### src/rtl/pythag_leg_solver.sv
// pythag_leg_solver
//   Computes the missing leg of a right triangle, floor(sqrt(c^2 - a^2)),
//   from the hypotenuse c_in and one leg a_in. The square difference is
//   formed in a single LOAD cycle. A restoring digit-by-digit square root then
//   consumes two bits of the difference per ITER cycle, so the latency is
//   fixed at 10 cycles from the start cycle to done.
//
// Handshake: start is sampled only in IDLE and latches the operands on that
//   edge. busy is high in LOAD and ITER. done pulses for exactly one cycle in
//   DONE, and busy is never high in that cycle. leg_out and err become valid
//   with done and hold until the next result or reset. A start seen outside
//   IDLE is dropped; nothing is queued.
//
// Ports:
//   clk     in   rising-edge clock
//   rst     in   synchronous active-high reset; aborts any operation
//   start   in   request pulse
//   c_in    in   W   hypotenuse (unsigned)
//   a_in    in   W   known leg (unsigned)
//   busy    out  1   operation in flight (LOAD/ITER)
//   done    out  1   one-cycle completion pulse
//   leg_out out  W   resulting leg, registered
//   err     out  1   a_in > c_in for the completed operation, registered
module pythag_leg_solver #(
   parameter int W = 8
) (
   input  logic         clk,
   input  logic         rst,
   input  logic         start,
   input  logic [W-1:0] c_in,
   input  logic [W-1:0] a_in,
   output logic         busy,
   output logic         done,
   output logic [W-1:0] leg_out,
   output logic         err
);

   localparam int REM_W = (2 * W - 4 < 12) ? 12 : 2 * W - 4;
   localparam int CNT_W = (W > 2) ? $clog2(W) : 1;

   typedef enum logic [1:0] {
      S_IDLE = 2'd0,
      S_LOAD = 2'd1,
      S_ITER = 2'd2,
      S_DONE = 2'd3
   } state_t;

   state_t state;
   state_t state_nxt;

   logic [W-1:0]     c_q;
   logic [W-1:0]     a_q;
   logic [2*W-1:0]   d_q;
   logic [REM_W-1:0] rem_q;
   logic [W-1:0]     root_q;
   logic [CNT_W-1:0] cnt_q;
   logic             err_pend_q;

   // Squares are taken at full 2W width so c^2 - a^2 never truncates.
   logic [2*W-1:0] c_sq;
   logic [2*W-1:0] a_sq;
   assign c_sq = {{W{1'b0}}, c_q} * {{W{1'b0}}, c_q};
   assign a_sq = {{W{1'b0}}, a_q} * {{W{1'b0}}, a_q};

   // One restoring square-root step: bring down the next bit pair of d,
   // try subtracting (4*root + 1), and shift the outcome into root.
   logic [1:0]       pair;
   logic [REM_W-1:0] rem_shift;
   logic [REM_W-1:0] trial;
   logic             take;
   logic [REM_W-1:0] rem_nxt;
   logic [W-1:0]     root_nxt;
   logic             last_iter;

   assign pair      = d_q[{cnt_q, 1'b0} +: 2];
   assign rem_shift = {rem_q[REM_W-3:0], pair};
   assign trial     = {{(REM_W - W - 2){1'b0}}, root_q, 2'b01};
   assign take      = (rem_shift >= trial);
   assign rem_nxt   = take ? (rem_shift - trial) : rem_shift;
   assign root_nxt  = {root_q[W-2:0], take};
   assign last_iter = (cnt_q == '0);

   // The remainder never exceeds 2*root, so its top two bits stay zero and
   // are dropped by the shift above.
   logic unused_rem_hi;
   assign unused_rem_hi = ^rem_q[REM_W-1:REM_W-2];

   // State register
   always_ff @(posedge clk) begin
      if (rst) begin
         state <= S_IDLE;
      end else begin
         state <= state_nxt;
      end
   end

   // Next-state logic
   always_comb begin
      state_nxt = state;
      case (state)
         S_IDLE:  if (start) state_nxt = S_LOAD;
         S_LOAD:  state_nxt = S_ITER;
         S_ITER:  if (last_iter) state_nxt = S_DONE;
         S_DONE:  state_nxt = S_IDLE;
         default: state_nxt = S_IDLE;
      endcase
   end

   assign busy = (state == S_LOAD) || (state == S_ITER);
   assign done = (state == S_DONE);

   // Datapath
   always_ff @(posedge clk) begin
      if (rst) begin
         c_q        <= '0;
         a_q        <= '0;
         d_q        <= '0;
         rem_q      <= '0;
         root_q     <= '0;
         cnt_q      <= '0;
         err_pend_q <= 1'b0;
         leg_out    <= '0;
         err        <= 1'b0;
      end else begin
         case (state)
            S_IDLE: begin
               if (start) begin
                  c_q <= c_in;
                  a_q <= a_in;
               end
            end
            S_LOAD: begin
               // a > c has no real answer: run the root on zero and flag it.
               if (a_q > c_q) begin
                  d_q        <= '0;
                  err_pend_q <= 1'b1;
               end else begin
                  d_q        <= c_sq - a_sq;
                  err_pend_q <= 1'b0;
               end
               rem_q  <= '0;
               root_q <= '0;
               cnt_q  <= CNT_W'(W - 1);
            end
            S_ITER: begin
               rem_q  <= rem_nxt;
               root_q <= root_nxt;
               cnt_q  <= cnt_q - 1'b1;
               // Publish on the edge that enters DONE so the result is
               // valid in the same cycle as the done pulse.
               if (last_iter) begin
                  leg_out <= root_nxt;
                  err     <= err_pend_q;
               end
            end
            default: ;
         endcase
      end
   end

endmodule

### config.mk
export PLATFORM = sky130hd
export DESIGN_NAME = pythag_leg_solver
export DESIGN_NICKNAME = d
export VERILOG_FILES = /design/src/rtl/pythag_leg_solver.sv
export SDC_FILE = /design/constraint.sdc
export NUM_CORES = 1
export LEC_CHECK = 0
export CAP_MARGIN = 20
export CORE_MARGIN = 1.5
export CORE_UTILIZATION = 46
export DETAILED_ROUTE_END_ITERATION = 16
export MAX_ROUTING_LAYER = met4
export PLACE_DENSITY = 0.71
export RECOVER_POWER = 50
export SLEW_MARGIN = 30
export SYNTH_ARGS = -nofsm -noshare
export SYNTH_HDL_FRONTEND = slang
export SYNTH_SLANG_ARGS = --single-unit
### constraint.sdc
create_clock -name clk -period 9.9 [get_ports clk]
set_input_delay 1.98 -clock clk [delete_from_list [all_inputs] [get_ports clk]]
set_output_delay 1.98 -clock clk [all_outputs]
set_load 0.02 [all_outputs]
==> impl_results.md, run 1 <==
* Fin util at 52.2%
* Initial core utilization at 47.4%
* Worst Setup Start Kind: register
* Syn_area_per_cell at 8.34 um2
* Critical Path End Type: register
* Final non-filler cell total at 1028
* Final setup fails at 0
* Achievable Freq at 0.173 GHz
* GRT overflow at 0
* Flop2flop setup slack at 4.11 ns
* Cells on worst reg2reg path at 15
* Max VDD drop at 0.000277 V
* NumNets Final at 1016
* Placed cell area at 7310 um2
* CTS buffer count at 9
* RSZ-0062 raised after global routing: false
* Cells after synthesis at 829
* Crit. Startpoint: a_q[5]
* Cts hold-fix bufs at 0
* Global-route wire length before repair at 26500 um
* Post-layout min period at 5.79 ns
* Syn nets at 1006
* Top FF cell, synth: dfxtp_1
* Row Count at 44
* Most common cell after layout, fill and taps aside: inv_1
* H-tree depth at 3
* Final hold viol count at 0
* Number of synthesized flops with an enable pin at 0
* CTS resizes at 0
* Share of layout cells above drive strength 1 at 2.84%
* Clock root buffer master: clkbuf_16
* Total GRT Usage at 21.3%
* Drt wl/cell at 14.6 um
* Chip width at 126 um
* Failing checks: max-capacitance violations, max-slew violations
* Setup Skew at 0.00846 ns
* Chip Height at 126 um
* Dpl cells at 1012
* Worst slew pin tran at 2.68 ns
* Register area share after synthesis at 18.8%
* Worst slack at placement at 4.15 ns
* Final Max Slew Viols at 58
* 1st-iter DRT viols at 466
* Number of synthesized register bits at 65
* Layout overhead on the synthesized area at 10.2%
* Clk buf depth at 2
* Port bufs at 29
* Crit Path Category: register to register
* CP required at 10.13 ns
* Asr flop ratio synth at 0%
* PwrDens at 371 nW/um2
* Post-CTS setup buffers at 0
* Clk_lat worst skew at 0.34 ns
* Filler cell count at 1317
* DRC viols at 0
* RR Startpoint: a_q[5]
* Final HPWL DP at 11900 um
* Final period utilization at 58.5%
* Via density at 5.31
* Max-slew headroom at -78.4%
* Hold WC Path Type: register to register
* Crit-path max FO at 13
* DRT Wirelength at 15100 um
* Hold Crit Depth at 2
* Run status: finished with violations
* Drt first pass iters at 5
* CTS tree: yes
* Most frequent cells in the layout: inv_1 (155), nand2_1 (103), fa_1 (79), ha_1 (79), dfxtp_1 (65)
* # IOs at 30
* Clock Sink Count at 65
* Synth warn at 0
* Synth unique cells at 58
* Syn Std Cell Area at 6910 um2
* Die area at 15800 um2
* Initial antenna violation count at 0
* Worst-path clk slew at 0.06 ns
* RR Endpoint: d_q[15]
* Post-DRT Antenna Nets at 0
* Vias in the first global route at 5571
* Placeable core area at 14600 um2
* Inserted Diodes at 0
* Final estimated routing congestion in global placement at 0.920
* Setup tns final at 0 ns
* Pin count of the biggest net entering global routing at 58
* CP arrival at 6.02 ns
* Vias at 5458
* Final instance area at 7610 um2
* Leakage power at 3.49 nW
* Max-Cap Viols at 1
* Setup crit end: d_q[15]
* Final worst slack at 4.11 ns
## synth_stat cells, types with 3 or more instances
cell type  number  area [um2]
a31oi_1         3        18.8
a21oi_1        64         320
and2_1         11        68.8
nand2b_1       11        68.8
fa_1           79        1580
ha_1           79         988
xnor2_1        16         140
or3_1           5        31.3
mux2i_1        10         100
nor2_1         54         203
xor2_1          5        43.8
a32oi_1         4        35.0
o21a_1          6        45.0
inv_1         155         582
o31a_1          3        26.3
o21ai_0        12        60.1
nor2b_1        16         100
a22oi_1         4        30.0
a22o_1          5        43.8
nand2_1       103         387
nor3_1          9        45.0
dfxtp_1        65        1300
nand3_1        23         115
o21ai_1         8        40.0
clkbuf_1       29         109
a21o_1          8        60.1
## worst min path at each step
stage          startpoint       to
6_report          d_q[10]  d_q[10]
3_5_place_dp      d_q[11]  d_q[11]
2_1_floorplan     d_q[11]  d_q[11]
4_1_cts           d_q[11]  d_q[11]
3_3_place_gp      d_q[11]  d_q[11]
5_1_grt           d_q[11]  d_q[11]
## per-layer routing
| metal | up-vias | track usage [%] | wire length, um |
|---|---|---|---|
| met5 | - | - | 0 |
| met4 | 0 | 6.28 | 289 |
| met3 | 24 | 2.87 | 773 |
| met2 | 133 | 32.4 | 6770 |
| met1 | 2623 | 29.6 | 7220 |
| li1 | 2678 | - | - |
## kinds of logic (layout without fill, tap and decap cells)
family	count (synthesis)	after routing	share of synthesized area, %
flip-flops	65	65	18.8
other	1	1	0.0543
multiplexers	13	13	1.99
AND/OR/NAND/NOR	242	242	15.8
XOR/XNOR	21	21	2.66
buffers and inverters	186	201	10.1
AO/OA/AOI/OAI	143	143	13.3
adder cells (fa/ha/maj)	158	158	37.2
## registers in the layout, summed over array words and instances (netlist names), 2 cells and up
register,flops
c_q,8
a_q,8
leg_out,8
root_q,8
state,2
cnt_q,3
d_q,16
rem_q,10
## report_power, final
| group | switching [mW] | internal (mW) | total (mW) |
|---|---|---|---|
| Combinational | 1.22 | 0.895 | 2.12 |
| Clock | 0.125 | 0.202 | 0.327 |
| Sequential | 0.0687 | 0.311 | 0.379 |
## critical path: stages (launching register included)
cell and delay (ns):
dfxtp_1 0.59, nand2_1 0.13, fa_1 0.52, fa_1 0.46
fa_1 0.49, fa_1 0.51, fa_1 0.54, inv_1 0.05
fa_1 0.52, inv_1 0.04, ha_1 0.36, a21o_1 0.23
a2111oi_2 0.46, a31oi_1 0.15, or3_1 0.36, a32o_1 0.25
## final cells by class
cell class | count | area (um2) | area share, %
multi-input cells | 578 | 4910 | 64.5
flip-flops and latches | 65 | 1300 | 17.1
inverters | 155 | 582 | 7.64
repair buffers | 30 | 289 | 3.80
clock buffers | 10 | 239 | 3.14
well taps | 184 | 230 | 3.02
clock inverters | 6 | 65.1 | 0.854
## metrics by stage
step                      power [mW]  hold slack (ns)
after floorplan                 2.05            0.422
after global placement          2.46            0.445
after detailed placement        2.47            0.446
after CTS                       2.82            0.454
after global routing            3.17            0.473
final                           2.82            0.466
Note: power is estimated with default switching activity, not from simulation.
==> inputs of run 2 (changes only) <==
Clock period 9.9 ns to 5.8 ns, I/O delays scaled along.
==> run 2 against run 1 <==
Against the previous run: the run now ends clean; clock-buffer cell count fell by 1; core utilization grew 0.99 points; sequential share of layout area fell by 0.19 points; register-to-register slack worse by 3.8 ns; critical path depth is 1 higher; largest cell class unchanged.
==> impl_results.md, run 2 (synthesis results as in run 1) <==
* Family with the most delay on the worst path: adder cells
* Multi-input logic area at 4920 um2 (+0.31%)
* Final estimated routing congestion in global placement at 0.925 (+0.59%)
* CP bufs+invs at 4 (+2)
* Initial antenna violation count at 0 (unchanged)
* Share of layout cells above drive strength 1 at 5.47% (+2.6 points)
* Post-layout min period at 5.52 ns (-0.270 ns)
* Run status: completed
* Initial core utilization at 47.4% (unchanged)
* Vias at 5475 (+0.31%)
* RR Startpoint: a_q[4]
* Switching portion of total power at 50.0% (-0.20 points)
* Max-Cap Viols at 0 (-1)
* Combinational power share at 75.9% (+0.9 points)
* Leakage power at 3.58 nW (+2.5%)
* Clock root buffer master: clkbuf_16
* Die area at 15800 um2 (unchanged)
* CTS resizes at 0 (unchanged)
* Critical Path Stages at 16 (+1)
* Max-slew headroom at 2.79% (+81 points)
* Placed cell area at 7430 um2 (+1.6%)
* Placeable core area at 14600 um2 (unchanged)
* Filler cell count at 1344 (+2.1%)
* Worst-path clk slew at 0.06 ns (about the same)
* Final HPWL DP at 12100 um (+1.8%)
* CTS buffer count at 9 (unchanged)
* Row Count at 44 (unchanged)
* Total GRT Usage at 21.3% (+0.088 points)
* Crit. Startpoint: a_q[4]
* RR Endpoint: d_q[15]
* Total Power at 4.90 mW (+73%)
* Sw power at 2.45 mW (+73%)
* Crit-path slowest cell: fa_1
* Layout overhead on the synthesized area at 12.3%
* Clock Sink Count at 65 (unchanged)
* CTS tree: yes
* Max reg flops at 16 (unchanged)
* RSZ-0062 raised after global routing: false
* Worst slew pin tran at 1.46 ns (-1.22 ns)
* Setup crit end: d_q[15]
* Critical Path End Type: register
* Final period utilization at 95.2% (+37 points)
* Chip width at 126 um (unchanged)
* Crit-path max FO at 7 (-6)
* Final hold viol count at 0 (unchanged)
* Post-DRT Antenna Nets at 0 (unchanged)
* Final setup fails at 0 (unchanged)
* Pin count of the biggest net entering global routing at 32 (-45%)
* Hold WC Path Type: register to register
* Achievable Freq at 0.181 GHz (+4.9%)
* Inserted Diodes at 0 (unchanged)
* Seq pwr share at 12.7% (-0.7 points)
* DRT Wirelength at 15400 um (+2.2%)
* CP Cell Sequence: buf_4, fa_1, fa_1, inv_1, fa_1, fa_1, fa_1, inv_1, fa_1, inv_1, ha_1, a21o_1, a2111oi_4, a31oi_1, or3_1, a32o_1
* CP arrival at 5.75 ns (-0.27 ns)
* Via density at 5.24 (-1.2%)
* Crit Path Category: register to register
* CP required at 6.03 ns (-4.10 ns)
* Cts hold-fix bufs at 0 (unchanged)
* NumNets Final at 1032 (+1.6%)
* Setup Skew at 0.00891 ns (+0.000457 ns)
* DRC viols at 0 (unchanged)
* Flop2flop setup slack at 0.28 ns (-3.83 ns)
* Drt wl/cell at 14.7 um (+0.66%)
* Worst Setup Start Kind: register
* Global-route wire length before repair at 26400 um (about the same)
* Clock network power share at 11.3% (-0.3 points)
* Setup tns final at 0 ns (unchanged)
* Register Area at 1310 um2 (+0.77%)
* Largest regs: d_q: 16 flops, rem_q: 10 flops
* # IOs at 30 (unchanged)
* Cells on worst reg2reg path at 16 (+1)
* Chip Height at 126 um (unchanged)
* PwrDens at 631 nW/um2 (+70%)
* H-tree depth at 3 (unchanged)
* Most common cell after layout, fill and taps aside: inv_1
* Largest Register: d_q
* P_int at 2.45 mW (+74%)
* GRT overflow at 0 (unchanged)
* Largest stage delay, worst path at 0.57 ns (-0.02 ns)
* Most frequent cells in the layout: inv_1 (154), nand2_1 (103), ha_1 (79), fa_1 (78), a21oi_1 (64)
* Final instance area at 7760 um2 (+1.9%)
* Clk buf depth at 2 (unchanged)
* Vias in the first global route at 5493 (-1.4%)
* Final Max Slew Viols at 0 (-100%)
* Most used cell along the critical path: fa_1
* Clk_lat worst skew at 0.34 ns (about the same)
* Max VDD drop at 0.000507 V (+83%)
* Drt first pass iters at 8 (+3)
* Port bufs at 29 (unchanged)
* 1st-iter DRT viols at 365 (-22%)
* Post-CTS setup buffers at 0 (unchanged)
-- run 2: cell types whose count changed in the layout (fill, tap and decap cells not counted), moves of 3 or more --
cell | before | now
dfxtp_1 | 65 | 59
clkinv_4 | 1 | 4
buf_4 | 0 | 16
dfxtp_2 | 0 | 5
-- run 2: worst min path at each step --
stage | to | slack, ns | from | depth (start not counted)
floorplan | d_q[11] | 0.42 | d_q[11] | 2
global placement | d_q[11] | 0.43 | d_q[11] | 2
detailed placement | d_q[11] | 0.44 | d_q[11] | 2
CTS | d_q[11] | 0.45 | d_q[11] | 2
global route | d_q[14] | 0.48 | d_q[14] | 2
finish | d_q[11] | 0.45 | d_q[11] | 2
-- run 2: final cells by class --
| type | instances | share of cell area, % |
|---|---|---|
| Tap cell | 184 | 2.97 |
| Inverter | 155 | 7.50 |
| Clock inverter | 7 | 1.02 |
| Sequential cell | 65 | 16.9 |
| Clock buffer | 9 | 2.90 |
| Multi-Input combinational cell | 578 | 63.5 |
| Timing Repair Buffer | 46 | 5.26 |
-- run 2: tightest hold or removal path: stages, from the launching register on --
cell and delay [ns]:
dfxtp_1 0.31, nand2_1 0.05, nand2_1 0.04
-- run 2: layer usage --
| metal | vias to the layer above | part of all wire [%] | GRT usage, % |
|---|---|---|---|
| li1 | 2705 | - | - |
| met5 | - | 0 | - |
| met2 | 123 | 45 | 32.5 |
| met1 | 2624 | 48 | 29.4 |
| met3 | 23 | 5.0 | 3.72 |
| met4 | 0 | 1.8 | 5.68 |
-- run 2: power by group through the flow --
stage               sequential [mW]  combinational, mW  clock (mW)
global route                  0.634               4.24       0.585
global placement              0.625               3.60           0
finish                        0.623               3.72       0.554
floorplan                     0.587               2.92           0
detailed placement            0.627               3.62           0
CTS                           0.618               3.67       0.563
-- run 2: stage by stage --
| step | setup slack, ns | util, % | hold slack (ns) | instances |
|---|---|---|---|---|
| 2_1_floorplan | 0.197 | - | 0.422 | 829 |
| 3_3_place_gp | 0.169 | 51.0 | 0.433 | 1028 |
| 3_5_place_dp | 0.0753 | 51.0 | 0.443 | 1028 |
| 4_1_cts | 0.0513 | 53.0 | 0.448 | 1044 |
| 5_1_grt | 0.00593 | 53.2 | 0.482 | 1044 |
| 6_report | 0.278 | 53.2 | 0.449 | 1044 |
